<file path="src/rtl/if_flow_ctrl.sv">
// if_flow_ctrl
// Front-end sequencing controller for the IF stage and the IF/ID register.
// It merges ID data hazards, memory-stage stalls, instruction-memory wait
// states and EX-resolved branches into the fetch-stage controls. A small FSM
// keeps a branch redirect asserted until the fetch completes, then flushes
// wrong-path fetches for FLUSH_CYCLES more cycles.
//
// Parameters:
//   CNT_W        width of the saturating performance counters
//   FLUSH_CYCLES extra IF/ID flush cycles after a redirect completes (0-15)
// Ports:
//   clk          rising-edge clock
//   rst          asynchronous, active-low reset
//   hazard       ID-stage data hazard, front end must hold
//   mem_stall    memory stage busy, front end holds and branches are deferred
//   br_valid     EX resolved a taken branch (held while mem_stall=1)
//   br_target    branch target
//   imem_ready   instruction memory returns the fetched word this cycle
//   clr_cnt      synchronous clear of both counters
//   freeze       hold PC and IF/ID
//   Branch_taken load PC from BranchAddr
//   BranchAddr   redirect target
//   flush        clear IF/ID to a bubble
//   id_flush     clear ID/EX to a bubble
//   stall_cnt    cycles with freeze=1, saturating
//   flush_cnt    accepted redirects, saturating
//   state        RUN=0, REDIRECT=1, SHADOW=2
module if_flow_ctrl #(
    parameter int CNT_W        = 16,
    parameter int FLUSH_CYCLES = 1
) (
    input  logic             clk,
    input  logic             rst,
    input  logic             hazard,
    input  logic             mem_stall,
    input  logic             br_valid,
    input  logic [31:0]      br_target,
    input  logic             imem_ready,
    input  logic             clr_cnt,
    output logic             freeze,
    output logic             Branch_taken,
    output logic [31:0]      BranchAddr,
    output logic             flush,
    output logic             id_flush,
    output logic [CNT_W-1:0] stall_cnt,
    output logic [CNT_W-1:0] flush_cnt,
    output logic [1:0]       state
);

    localparam logic [1:0] ST_RUN      = 2'd0;
    localparam logic [1:0] ST_REDIRECT = 2'd1;
    localparam logic [1:0] ST_SHADOW   = 2'd2;

    localparam logic [3:0]       SH_INIT = 4'(FLUSH_CYCLES);
    localparam logic [CNT_W-1:0] CNT_MAX = '1;

    logic [1:0]       state_q,     state_d;
    logic [31:0]      tgt_q,       tgt_d;
    logic [3:0]       sh_cnt_q,    sh_cnt_d;
    logic [CNT_W-1:0] stall_cnt_q, stall_cnt_d;
    logic [CNT_W-1:0] flush_cnt_q, flush_cnt_d;

    logic        accept;
    logic        freeze_c;
    logic        taken_c;
    logic [31:0] addr_c;
    logic        flush_c;
    logic        id_flush_c;

    // Control outputs and next-state logic. Once the fetched word arrives the
    // redirect either ends outright or hands over to the shadow flush.
    always_comb begin
        accept     = 1'b0;
        freeze_c   = 1'b0;
        taken_c    = 1'b0;
        addr_c     = tgt_q;
        flush_c    = 1'b0;
        id_flush_c = 1'b0;
        state_d    = state_q;
        tgt_d      = tgt_q;
        sh_cnt_d   = sh_cnt_q;

        case (state_q)
            ST_RUN: begin
                accept = br_valid & ~mem_stall;
                if (accept) begin
                    // A taken branch wins over a data hazard: the stalled
                    // instruction is on the wrong path anyway.
                    taken_c    = 1'b1;
                    addr_c     = br_target;
                    flush_c    = 1'b1;
                    id_flush_c = 1'b1;
                    tgt_d      = br_target;
                    if (!imem_ready) begin
                        state_d = ST_REDIRECT;
                    end else if (FLUSH_CYCLES > 0) begin
                        state_d  = ST_SHADOW;
                        sh_cnt_d = SH_INIT;
                    end
                end else begin
                    freeze_c = hazard | mem_stall | ~imem_ready;
                end
            end
            ST_REDIRECT: begin
                taken_c = 1'b1;
                flush_c = 1'b1;
                if (imem_ready) begin
                    if (FLUSH_CYCLES > 0) begin
                        state_d  = ST_SHADOW;
                        sh_cnt_d = SH_INIT;
                    end else begin
                        state_d = ST_RUN;
                    end
                end
            end
            ST_SHADOW: begin
                flush_c  = 1'b1;
                freeze_c = mem_stall;
                // A memory stall freezes the shadow count so every
                // wrong-path slot still gets flushed.
                if (!mem_stall) begin
                    sh_cnt_d = sh_cnt_q - 4'd1;
                    if (sh_cnt_q <= 4'd1) begin
                        state_d = ST_RUN;
                    end
                end
            end
            default: begin
                state_d = ST_RUN;
            end
        endcase
    end

    // Reset forces every control low straight away, even mid-redirect.
    assign freeze       = rst & freeze_c;
    assign Branch_taken = rst & taken_c;
    assign flush        = rst & flush_c;
    assign id_flush     = rst & id_flush_c;
    assign BranchAddr   = rst ? addr_c : 32'd0;

    // Saturating counters; a clear takes priority over any increment.
    always_comb begin
        stall_cnt_d = stall_cnt_q;
        flush_cnt_d = flush_cnt_q;
        if (clr_cnt) begin
            stall_cnt_d = '0;
            flush_cnt_d = '0;
        end else begin
            if (freeze && stall_cnt_q != CNT_MAX) begin
                stall_cnt_d = stall_cnt_q + CNT_W'(1);
            end
            if (accept && flush_cnt_q != CNT_MAX) begin
                flush_cnt_d = flush_cnt_q + CNT_W'(1);
            end
        end
    end

    always_ff @(posedge clk or negedge rst) begin
        if (!rst) begin
            state_q     <= ST_RUN;
            tgt_q       <= 32'd0;
            sh_cnt_q    <= 4'd0;
            stall_cnt_q <= '0;
            flush_cnt_q <= '0;
        end else begin
            state_q     <= state_d;
            tgt_q       <= tgt_d;
            sh_cnt_q    <= sh_cnt_d;
            stall_cnt_q <= stall_cnt_d;
            flush_cnt_q <= flush_cnt_d;
        end
    end

    assign stall_cnt = stall_cnt_q;
    assign flush_cnt = flush_cnt_q;
    assign state     = state_q;

endmodule

</file>
<file path="config.mk">
export PLATFORM = sky130hd
export DESIGN_NAME = if_flow_ctrl
export DESIGN_NICKNAME = d
export VERILOG_FILES = /design/src/rtl/if_flow_ctrl.sv
export SDC_FILE = /design/constraint.sdc
export NUM_CORES = 1
export LEC_CHECK = 0
export CORE_MARGIN = 4
export CORE_UTILIZATION = 41
export CTS_CLUSTER_SIZE = 40
export DETAILED_ROUTE_END_ITERATION = 16
export PLACE_DENSITY_LB_ADDON = 0.12
export SYNTH_ARGS = -nofsm -noshare
export SYNTH_HDL_FRONTEND = slang
export SYNTH_SLANG_ARGS = --single-unit
</file>
<file path="constraint.sdc">
create_clock -name clk -period 4.3 [get_ports clk]
set_input_delay 0.43 -clock clk [delete_from_list [all_inputs] [get_ports clk]]
set_output_delay 0.43 -clock clk [all_outputs]
set_load 0.05 [all_outputs]
</file>
Yosys cells after proc, flatten, opt, wreduce, memory -nomap -nowiden. Index checks and enable logic that the tools add are counted.

Register bits after elaboration: 70. Bits of input ports: 39. Output and inout bits: 70. Logic and storage cells: 59.

Add/sub/neg operators: 3. $lt $le $gt $ge: 1. Equal/unequal tests: 8. Mux-type cells: 24. Bitwise gates (word level): 9. Reduce and logical (&&, ||, !) cells: 9.

Operator list (count): two-way mux 32 bit (3); two-way mux 16 bit (4); adder 16 x 1 -> 16 bit (second input constant) (2); inequality test 16 bit (second input constant) (2); two-way mux 4 bit (3); case mux 4 bit (3 select lines) (1); two-way mux 2 bit (5); inequality test 2 bit (second input constant) (4); case mux 1 bit (2 select lines) (3); case mux 2 bit (3 select lines) (1); bitwise AND 1 bit (5); less-or-equal comparator 4 x 1 -> 1 bit (second input constant) (1); two-way mux 1 bit (4); AND reduction 4 bit (1); nonzero test 2 bit (2); subtractor 4 x 1 -> 4 bit (second input constant) (1); AND reduction 3 bit (1); nonzero test 3 bit (1); equality test 2 x 1 -> 1 bit (second input constant) (1); equality test 2 bit (second input constant) (1); logical AND 1 bit (2); zero test 2 bit (1); NOT 1 bit (2); OR 1 bit (2); OR reduction 2 bit (1).

Depth between registers and ports, before layout.
Word-level depth: 8. Gate-level depth with buffers: 8. Gate-level depth less buffers: 8.

Worst setup path after synthesis. Ideal clock, no wire load.

Path type: reg-to-output. Start: register state_q[1], in the netlist state[1]. End: output port flush. Arrival time: 2.863 ns. Setup slack: 1.007 ns. Stages on the path, launching flop included: 8. Buffers on the path: 1. Cells stage by stage: dfrtp_1 > inv_1 > ha_1 > nand2_1 > nor2_1 > clkbuf_1 > nor2_1 > nor3b_1.

Cells in the longest elaborated chain, start to end: 4. Elaborated cells on any way between the ends: 6. Those cells by class: eq/ne: 2; mux: 1; bitwise: 1; reduce/logical: 2.

Ends and longest elaborated chain: start, declared (RTL line 57) `logic [1:0] state_q, state_d;`; start signal, assigned (RTL line 166) `state_q <= state_d;`; equality test 2 bit / equality test 2 x 1 -> 1 bit (equally long branches) (RTL line 83) `case (state_q)`; OR reduction 2 bit (no line); case mux 1 bit (2 select lines) (*) (RTL line 83); bitwise AND 1 bit (*) (RTL line 137) `assign flush = rst & flush_c;`; end, declared (RTL line 43) `output logic flush,`.

Mark *: on every way between the ends. The rest lies on a longest branch, timed or not.

Worst setup path after layout.
Start: register state_q[0], in the netlist state[0]. End: output port BranchAddr[0].

Cells in the longest elaborated chain, start to end: 3.

Ends and longest elaborated chain: zero test 2 bit (RTL line 83); two-way mux 32 bit (RTL line 83); via addr_c[0] (RTL line 66) `logic [31:0] addr_c;`; two-way mux 32 bit (RTL line 139) `assign BranchAddr = rst ? addr_c : 32'd0;`; end, declared (RTL line 42) `output logic [31:0] BranchAddr,`.

The timed path passes the listed nets, and every way through them passes these cells.

==> run metrics <==
drt total wl 8827 microns; Largest delay share family, worst path buffers and inverters; CP max FO 36; Longest Clk Path Bufs 2; initial cell density of the core 41.81%; Hold EP tgt_q[22]; dpl hpwl 6206 microns; largest cells by area after synthesis dfrtp_1 48%, nand2_1 11%, and2_1 5.7%; distinct cell type count after synthesis 51; Leak 0.002177 uW; hold crit path type register to register; die area 0.01042 sq mm; Design Area, Final 0.005071 sq mm; clk sinks 70; TritonCTS clock tree built; Initial DRC Count 120; DR DRC count 0; Inserted Diodes 0; synthesized flop and latch total 70; Fmax 302.3 MHz; Worst Setup End Kind output port; placed inst area 0.004826 sq mm; setup tns final 0 ns; prevailing post-synth register cell dfrtp_1; VDD IR-drop max 0.3545 mV; Hold Path Origin tgt_q[22]; Final GP Congestion 0.7400; Seq/Total Area, Yosys 48.28%; reg2reg start state[0]; Post-Syn Nets 455; port bufs 108; Setup Buffers After CTS 0; Mapped Cells 408; critical path depth in cells 9; mapped cell area 0.003628 sq mm; outcome finished, final reports clean; Hold Vio Cnt, Final 0; Max Cap Viol 0; Worst Path Buf+Inv 3; layout cells sized above 1 6.310%; post-DR wirelength/cell 13.99 microns; Syn Area/Cell 8.893 sq um; first-pass GRT wire length 15010 microns; post_cts resized 0; slowest stage delay, CP 0.82 ns; share of the synthesized area in the top cell type 48.28%; critical path class register to output port; die height 102.1 microns; Worst Tran Pin Value 1.179 ns; Hold Path Stages 2; Core ar. 0.008678 sq mm; crit path DAT 2.88 ns; vias per inst 5.030; crit path cell chain inv_1, ha_1, nand2_1, nor2_2, buf_4, nand2_1, nand2_1, and2_1, clkdlybuf4s50_1; RSZ-0062 raised after global routing false; Required @ worst endpoint 3.87 ns; initial antenna violation count 0; Final Setup Violations 0; worst skew pair latency 0.34 ns; Post-synth EDFFs 0; Slew Limit Fails 0; Pwr Total 2628 uW; CTS root buf clkbuf_8; area leader, netlist dfrtp_1; number of global-route vias before repair 3188; reg2reg end flush_cnt[13]; fin nets 566; clk slew on worst S/H paths 0.07 ns; R2R depth 8; GRT Total Usage 18.05%; slowest CP cell clkdlybuf4s50_1; Initial DRT Pass Iterations 4; H-tree Lvls 3; largest net degree at the start of global routing 42; Setup Skew 0.01036 ns; Final Cycle Share 76.92%; Setup crit start kind register; Chip Width 102.1 microns; io pins 109; most used cell, CP nand2_1; CTS buffer count 9; Warnings, synthesis 0; Power Dens Cells 518.3 mW/mm^2; total number of vias 3174; Final Critical Period 3.308 ns; post-route ant nets 0; total grt overflow 0; R2R setup slack 1.79 ns; Layout area overhead 39.76%; Async SR Flop Fraction 100.0%; standard-cell rows 34; Slew headroom 21.13%
registers in the layout, summed over array words and instances (netlist names):
signal / flops
flush_cnt: 16
state: 2
tgt_q: 32
sh_cnt_q: 4
stall_cnt: 16
layout by cell type (no fill, tap or decap), drive strengths merged, types with 2 or more instances in the layout:
cell / Yosys / final
nand2: 109 / 109
clkdlybuf4s50: 0 / 107
dfrtp: 70 / 70
nor2: 37 / 37
and2: 33 / 33
o21ai: 17 / 17
xnor2: 12 / 12
inv: 11 / 11
nand3: 10 / 10
xor2: 10 / 10
nor3: 10 / 10
clkbuf: 13 / 9
ha: 8 / 8
nand4: 8 / 8
a21oi: 7 / 7
or3: 6 / 6
buf: 1 / 6
o211ai: 6 / 6
nor2b: 4 / 4
or4: 4 / 4
and3: 3 / 3
bufinv: 0 / 3
nor3b: 3 / 3
a2111oi: 3 / 3
nor4: 3 / 3
clkinv: 1 / 3
o21a: 2 / 2
a31oi: 2 / 2
nand4b: 2 / 2
per-stage QoR:
step | setup slack, ns | util [%] | cells | hold WS (ns)
global route | 0.7440 | 58.43 | 631 | 0.4868
detailed placement | 1.199 | 55.61 | 615 | 0.3667
CTS | 0.9016 | 58.43 | 631 | 0.4709
floorplan | 1.007 | - | 408 | 0.1344
global placement | 1.219 | 55.61 | 615 | 0.3626
finish | 0.9924 | 58.43 | 631 | 0.4653
metal layers:
layer  wire length, microns  vias to the layer above  global-route usage [%]  share of wire [%]
li1                       -                     1583                       -                  -
met1                   3873                     1491                   22.19                 44
met2                   4111                       91                   29.44                 47
met3                    733                        9                   6.416                8.3
met4                    108                        0                   6.357                1.2
met5                      0                        -                       0                  0
worst register-to-register path, stage by stage, from the launching register on:
cell       delay (ns)
dfrtp_1          0.46
inv_1            0.12
ha_1             0.26
nand3b_1         0.10
buf_4            0.27
or4_4            0.61
a2111oi_4        0.31
xnor2_1          0.15
nor2_1           0.06
cell usage after synthesis, drive strengths merged (4+ instances only):
cell type and count:
inv 11, dfrtp 70, nor2b 4, or4 4
nor2 37, o21ai 17, xor2 10, clkbuf 13
nor3 10, nand2 109, o211ai 6, or3 6
ha 8, a21oi 7, and2 33, nand3 10
nand4 8, xnor2 12
cell type report:
type,instances,area (sq um)
flip-flops and latches,70,1752
well taps,108,135.1
repair buffers,114,1126
clock buffers,9,123.9
multi-input cells,312,1778
inverters,12,45.04
fillers,799,3607
clock inverters,6,111.4
how the worst max path moves through the flow:
stage,startpoint,to
finish,state[0],BranchAddr[0]
floorplan,state[1],flush
detailed placement,mem_stall,BranchAddr[18]
global route,state[1],flush
CTS,state[1],flush
global placement,br_valid,flush
power breakdown:
group | internal, uW | switching [uW]
Sequential | 823 | 71.7
Combinational | 380 | 718
Clock | 382 | 254
cells by family after synthesis:
family / share of synthesized area (%)
muxes: 0.2759
and+or+nand+nor: 31.17
xor gates and xnor gates: 5.310
DFF: 48.28
adders and majority gates: 2.759
buffers and inverters: 2.793
AOI/OAI and AO/OA: 9.414
timing repair:
action,4_1_cts,5_1_grt
hold endpoints to repair,17,0
hold buffers,1,0
setup endpoints to repair,0,0
(Power assumes the default switching activity.)
